<file path="config.mk">
export PLATFORM = sky130hd
export DESIGN_NAME = regfile_wb_arbiter
export DESIGN_NICKNAME = d
export VERILOG_FILES = /design/src/rtl/regfile_wb_arbiter.sv
export SDC_FILE = /design/constraint.sdc
export NUM_CORES = 1
export LEC_CHECK = 0
export ABC_AREA = 1
export CAP_MARGIN = 15
export CORE_MARGIN = 1.5
export CORE_UTILIZATION = 35
export CTS_CLUSTER_DIAMETER = 60
export DETAILED_ROUTE_END_ITERATION = 10
export PLACE_DENSITY_LB_ADDON = 0.05
export REMOVE_ABC_BUFFERS = 1
export SLEW_MARGIN = 10
export SYNTH_ARGS = -nofsm -noshare
export SYNTH_HDL_FRONTEND = slang
export SYNTH_SLANG_ARGS = --single-unit
export TNS_END_PERCENT = 1
</file>
<file path="constraint.sdc">
create_clock -name clk_i -period 1.18 [get_ports clk_i]
set_input_delay 0.177 -clock clk_i [delete_from_list [all_inputs] [get_ports clk_i]]
set_output_delay 0.177 -clock clk_i [all_outputs]
set_load 0.005 [all_outputs]
</file>
<file path="src/rtl/regfile_wb_arbiter.sv">
// rtl/regfile_wb_arbiter.sv - ALU/LSU writeback arbiter onto the single regfile write port
// Optional macro REGFILE_WB_RR_EN: round-robin between candidates instead of LSU priority with starvation counter.
module regfile_wb_arbiter #(
    parameter int DATA_W     = 32,
    parameter int ADDR_W     = 5,
    parameter int STARVE_MAX = 4
) (
    input  logic              clk_i,
    input  logic              rst_n_i,
    input  logic              alu_valid_i,
    input  logic [ADDR_W-1:0] alu_rd_i,
    input  logic [DATA_W-1:0] alu_data_i,
    output logic              alu_ready_o,
    input  logic              lsu_valid_i,
    input  logic [ADDR_W-1:0] lsu_rd_i,
    input  logic [DATA_W-1:0] lsu_data_i,
    output logic              lsu_ready_o,
    output logic              rd_we_o,
    output logic [ADDR_W-1:0] rd_addr_o,
    output logic [DATA_W-1:0] rd_data_o,
    output logic              conflict_o
);

    logic alu_cand;
    logic lsu_cand;
    logic alu_win;
    logic grant_alu;
    logic grant_lsu;

    assign alu_cand = alu_valid_i && (alu_rd_i != '0);
    assign lsu_cand = lsu_valid_i && (lsu_rd_i != '0);

`ifdef REGFILE_WB_RR_EN
    // Pointer resets to "ALU granted last" so the LSU takes the first conflict.
    logic last_alu;

    assign alu_win = !last_alu;

    always_ff @(posedge clk_i or negedge rst_n_i) begin
        if (!rst_n_i) begin
            last_alu <= 1'b1;
        end else if (grant_alu) begin
            last_alu <= 1'b1;
        end else if (grant_lsu) begin
            last_alu <= 1'b0;
        end
    end
`else
    localparam logic [3:0] STARVE_LIM = 4'(STARVE_MAX);

    logic [3:0] starve_cnt;

    assign alu_win = (starve_cnt == STARVE_LIM);

    always_ff @(posedge clk_i or negedge rst_n_i) begin
        if (!rst_n_i) begin
            starve_cnt <= '0;
        end else if (alu_cand && !grant_alu) begin
            if (starve_cnt != STARVE_LIM) begin
                starve_cnt <= starve_cnt + 4'd1;
            end
        end else begin
            starve_cnt <= '0;
        end
    end
`endif

    assign grant_alu = alu_cand && (!lsu_cand || alu_win);
    assign grant_lsu = lsu_cand && !grant_alu;

    // x0 requests are absorbed without touching the write port.
    assign alu_ready_o = rst_n_i && (grant_alu || (alu_valid_i && (alu_rd_i == '0)));
    assign lsu_ready_o = rst_n_i && (grant_lsu || (lsu_valid_i && (lsu_rd_i == '0)));

    always_ff @(posedge clk_i or negedge rst_n_i) begin
        if (!rst_n_i) begin
            rd_we_o    <= 1'b0;
            rd_addr_o  <= '0;
            rd_data_o  <= '0;
            conflict_o <= 1'b0;
        end else begin
            rd_we_o    <= grant_alu || grant_lsu;
            conflict_o <= alu_cand && lsu_cand;
            if (grant_alu) begin
                rd_addr_o <= alu_rd_i;
                rd_data_o <= alu_data_i;
            end else if (grant_lsu) begin
                rd_addr_o <= lsu_rd_i;
                rd_data_o <= lsu_data_i;
            end
        end
    end

endmodule

</file>
# --- Yosys cells after proc, flatten, opt, wreduce, memory -nomap -nowiden ---
# Index checks and enable logic that the tools add are counted.
classes:
  magnitude_cmp: 0
  bitwise_logic: 0
  reduce_logical: 21
  eq_ne: 3
  shift: 0
  add_sub_neg: 1
  muxes: 6
  div_mod_pow: 0
  n_mul: 0
ops:
  columns: ["operator", "count"]
  rows:
  - ["$mux W32", 2]
  - ["$logic_and A1 B1 Y1", 10]
  - ["$logic_not A5 Y1", 2]
  - ["$mux W5", 2]
  - ["$reduce_bool A5 Y1", 2]
  - ["$mux W4", 2]
  - ["$add A4 B1 Y4 const B", 1]
  - ["$eq A4 B3 Y1 const B", 1]
  - ["$logic_or A1 B1 Y1", 4]
  - ["$ne A4 B3 Y1 const B", 1]
  - ["$logic_not A1 Y1", 2]
  - ["$ne A2 B1 Y1 const B", 1]
  - ["$reduce_bool A2 Y1", 1]
word_totals:
  in_bits: 78
  wordCells: 36
  romBits: 0
  mem_bits_rw: 0
  latch_bits: 0
  mem_count: 0
  regBits: 43
  output_inout_bits: 41

# --- Depth between registers and ports, before layout ---
logic_depth:
  depth_word: 9
  ltp_mapped: 8
  ltp_nobuf: 7

# --- Worst setup path after synthesis ---
# Ideal clock, no wire load.
synth_path:
  path_kind: "reg2reg"
  from: "register starve_cnt[0]"
  to: "register rd_addr_o[0]"
  stages_incl_launch_ff: 9
  arrival_time_ps: 1180
  setup_slack_ps: -124
  period_less_slack_ps: 1304
  required_ps: 1056
  path_buffers: 1
  path_cell_list: "dfrtp_1 -> inv_1 -> ha_1 -> nand3b_1 -> nand3_2 -> nand2_4 -> buf_4 -> nand3_1 -> nand3_1"
synth_between:
  elab_chain_len: 6
  elab_cells_between_ends: 7
  classes_between: "1 x eq/ne; 1 x mux; 5 x reduce/logical"
synth_lines:
  columns: ["item", "line_no", "rtl"]
  rows:
  - ["from (decl)", "51", "logic [3:0] starve_cnt;"]
  - ["from (signal assigned)", "60", "starve_cnt <= starve_cnt + 4'd1;"]
  - ["$eq A4 B3 Y1 (*)", "53", "assign alu_win = (starve_cnt == STARVE_LIM);"]
  - ["$logic_or A1 B1 Y1 (*)", "68", "assign grant_alu = alu_cand && (!lsu_cand || alu_win);"]
  - ["$logic_and A1 B1 Y1 (*)", "68", null]
  - ["$logic_not A1 Y1", "69", "assign grant_lsu = lsu_cand && !grant_alu;"]
  - ["$logic_and A1 B1 Y1", "69", null]
  - ["$reduce_bool A2 Y1 (no line)", null, null]
  - ["to (signal assigned)", "85", "rd_addr_o <= alu_rd_i;"]
  - ["to (signal assigned)", "88", "rd_addr_o <= lsu_rd_i;"]
  - ["to (decl)", "19", "output logic [ADDR_W-1:0] rd_addr_o,"]
# Every way passes the cells marked *; elsewhere a longest branch is shown, timed or not.
# A chain may end at the register's enable or synchronous reset.

# --- Worst setup path after layout ---
layout_path:
  from: "register starve_cnt[0]"
  to: "output lsu_ready_o"
layout_between:
  elab_chain_len: 7
layout_lines:
  columns: ["item", "line_no", "rtl"]
  rows:
  - ["$eq A4 B3 Y1", "53", null]
  - ["$logic_or A1 B1 Y1", "68", null]
  - ["$logic_and A1 B1 Y1", "68", null]
  - ["$logic_not A1 Y1", "69", null]
  - ["$logic_and A1 B1 Y1", "69", null]
  - ["$logic_or A1 B1 Y1", "73", "assign lsu_ready_o = rst_n_i && (grant_lsu || (lsu_valid_i && (lsu_rd_i == '0)));"]
  - ["$logic_and A1 B1 Y1", "73", null]
  - ["to (decl)", "17", "output logic lsu_ready_o,"]
# Every way passes these cells.

==> impl_metrics.csv <==
group,metric,value,unit
critical_path,r2r_slack,-0.44,ns
grt,grt_pass1_vias,2139,
floorplan,row_count,28,
placement,place_ws,-0.7020,ns
yosys,yosysMostFrequentCell,"nand3_1",
sta,slew_headroom,0.7055,
critical_path,r2r_end,"rd_data_o[21]",
detailed_routing,routedWlPerCell,15.06,µm
grt,grt_usage,0.2086,
yosys,synth_commonest_cells,"nand3_1 (114), dfrtp_1 (43), nand2_1 (39)",
floorplan,die_h,80.98,µm
critical_path,startpoint_type,"register",
sta,finalCritPeriodShare,1.428,
yosys,synth_enable_flop_cells,0,
sta,tns,-17.30,ns
cts,clock-sinks,43,
sta,final-setup-viol-count,44,
layout,area_growth_syn_to_layout,75.31,%
grt,grt_first_pass_wirelength,10390,µm
critical_path,arrival,1.51,ns
yosys,asyncSetResetFlopFracSynth,1.000,
cts,clk_pin_slew,0.09,ns
min_path,hold_depth,3,
sta,skew,0.005474,ns
yosys,ys_types,20,
critical_path,end_kind,"output port",
detailed_routing,vias,2332,
grt,use_met1,0.2755,
floorplan,initial_core_util,0.3616,
power,power_leakage,1.737,nW
sta,grt_setup_unrepaired,"yes",
yosys,yosys.area.top_type,"dfrtp_1",
yosys,yosysSeqAreaShare,0.5056,
detailed_routing,wirelength,6914,µm
layout,layout.nets,463,
yosys,syn_area_per_cell,8.795,µm²
cts,clock_path_buffers,2,
power,p_per_area,1055,mW/mm²
sta,fin_crit,1.686,ns
status,violations,"setup timing",
floorplan,io_pins,119,
cts,clockRootBuffer,"clkbuf_8",
sta,max_freq,0.5933,GHz
detailed_routing,avgViaCountPerCell,5.081,
layout,drive_above_1_share,0.1615,
sta,hold_violations,0,
critical_path,path_max_fanout,2,
sta,fin_hold_ws,0.4465,ns
min_path,min_to,"rd_data_o[24]",
yosys,synth_ff_type,"dfrtp_1",
floorplan,die_width,80.98,µm
placement,dpl.hpwl,4634,µm
sta,tightest_slew,0.4417,ns
yosys,yosys_warnings,0,
layout,antenna-diode-count,0,
detailed_routing,antenna_left,0,
sta,postLayoutSetupSlackWorst,-0.5055,ns
yosys,synth_top_cells_by_area,"dfrtp_1 (51%), nand3_1 (27%), nand2_1 (6.9%), buf_6 (3.7%), buf_4 (2.1%)",
grt,grt_max_degree,38,
critical_path,cp.required,1.00,ns
cts,tritoncts,"yes",
flow_run,maxCapViolations,0,
yosys,netlist_area,0.002128,mm²
critical_path,r2r_start,"starve_cnt[0]",
yosys,synth-seq-cells,43,
critical_path,crit_type,"register to output port",
sta,final_max_slew_viol_count,0,
yosys,netlist_instances,242,
cts,htree_levels,2,
cts,insertion_delay,0.29,ns
floorplan,core-area,0.005886,mm²
critical_path,reg2reg_depth,10,
power,max-vdd-ir-drop,0.5676,mV
detailed_routing,drt_iter0_drc,102,
grt,grt.met3_usage,0.04944,
grt,busiest_layer,"met2",
power,total_power,3.935,mW
placement,routabilityCongestion,0.7747,
detailed_routing,firstDrtPassIters,4,
layout,fin_util,0.6339,
floorplan,die_area,0.006558,mm²
grt,grt_overflow,0,
grt,antenna_found_initial,0,
cts,cts_buffers,5,
placement,place.port_buffers,118,
detailed_routing,drc,0,
critical_path,crit_path_start,"starve_cnt[0]",
yosys,yosysTopAreaCellShare,0.5056,
min_path,min_from,"lsu_data_i[24]",
min_path,min_path_type,"primary input to register",
grt,grt_util_met2,0.3383,
status,status,"finished, violations left",
## area by class of cell
| type | instances | area (µm²) |
|---|---|---|
| clock buffers | 6 | 82.58 |
| clock inverters | 2 | 35.03 |
| fillers | 530 | 2155 |
| inverters | 7 | 27.53 |
| multi-input cells | 174 | 934.6 |
| flip-flops and latches | 43 | 1076 |
| well taps | 75 | 93.84 |
| repair buffers | 152 | 1481 |
## metal layers
metal,up-vias,routed length [µm]
met5,-,0
met1,1101,2907
met4,0,51
met3,6,586
met2,107,3369
li1,1118,-
## kinds of logic (layout without fill, tap and decap cells)
| kind of cell | after synthesis | in the layout | synth area share |
|---|---|---|---|
| AO/OA/AOI/OAI | 1 | 1 | 0.004116 |
| XOR/XNOR | 2 | 2 | 0.008232 |
| adder cells (fa/ha/maj) | 2 | 2 | 0.01176 |
| buffers and inverters | 25 | 167 | 0.08289 |
| flip-flops | 43 | 43 | 0.5056 |
| AND/OR/NAND/NOR | 169 | 169 | 0.3874 |
## worst max-delay path, cell delays in order, from the launching register on
cell and delay, ns:
dfrtp_1 0.40, inv_2 0.05, ha_2 0.15, nand3b_1 0.11, buf_4 0.17, nand3_4 0.06, nand3_2 0.07, nand3_2 0.06
inv_1 0.04, buf_2 0.11
## sequential cells by signal, summed over array words and instances, names as in the netlist
| name | flops |
|---|---|
| rd_addr_o | 5 |
| rd_we_o | 1 |
| conflict_o | 1 |
| rd_data_o | 32 |
| starve_cnt | 4 |
## placed cells by master (no fill, tap or decap), types with 3 or more instances in the layout
| cell | Yosys | final |
|---|---|---|
| buf_4 | 6 | 23 |
| nand3_1 | 114 | 111 |
| buf_12 | 0 | 4 |
| buf_2 | 5 | 3 |
| inv_2 | 1 | 3 |
| inv_1 | 5 | 3 |
| buf_6 | 7 | 3 |
| clkbuf_8 | 0 | 6 |
| dlygate4sd2_1 | 0 | 37 |
| dfrtp_1 | 43 | 43 |
| nand2_1 | 39 | 39 |
| nor2_1 | 5 | 4 |
| clkdlybuf4s50_1 | 0 | 76 |
| nand3_2 | 3 | 5 |
## worst max path at each step
stage / end / slack [ns] / cells after the start
4_1_cts: lsu_ready_o / -0.50 / 9
6_report: lsu_ready_o / -0.51 / 9
2_1_floorplan: rd_addr_o[0] / -0.69 / 7
3_3_place_gp: rd_addr_o[2] / -0.68 / 10
5_1_grt: lsu_ready_o / -0.58 / 9
3_5_place_dp: rd_data_o[17] / -0.70 / 10
## through the flow
stage | area [µm²] | instances
2_1_floorplan | 1979 | 224
3_3_place_gp | 3495 | 443
3_5_place_dp | 3495 | 443
4_1_cts | 3640 | 456
5_1_grt | 3731 | 459
6_report | 3731 | 459
## power breakdown
part	leakage, nW	switching [mW]	internal (mW)	total [mW]
Clock	0.0612	0.516	0.686	1.20
Sequential	0.521	0.0805	1.63	1.71
Combinational	1.15	0.429	0.598	1.03
Total	1.74	1.02	2.91	3.94
## repair_timing
action | CTS | global route
cloned | 0 | 3
endpoints found under the hold margin | 43 | 0
setup endpoints to repair | 83 | 46
gates resized for setup | 57 | 10
hold buffers | 1 | 0
pin swaps | 6 | 3
setup buffers | 4 | 1
Power figures use the tool's default switching activity.
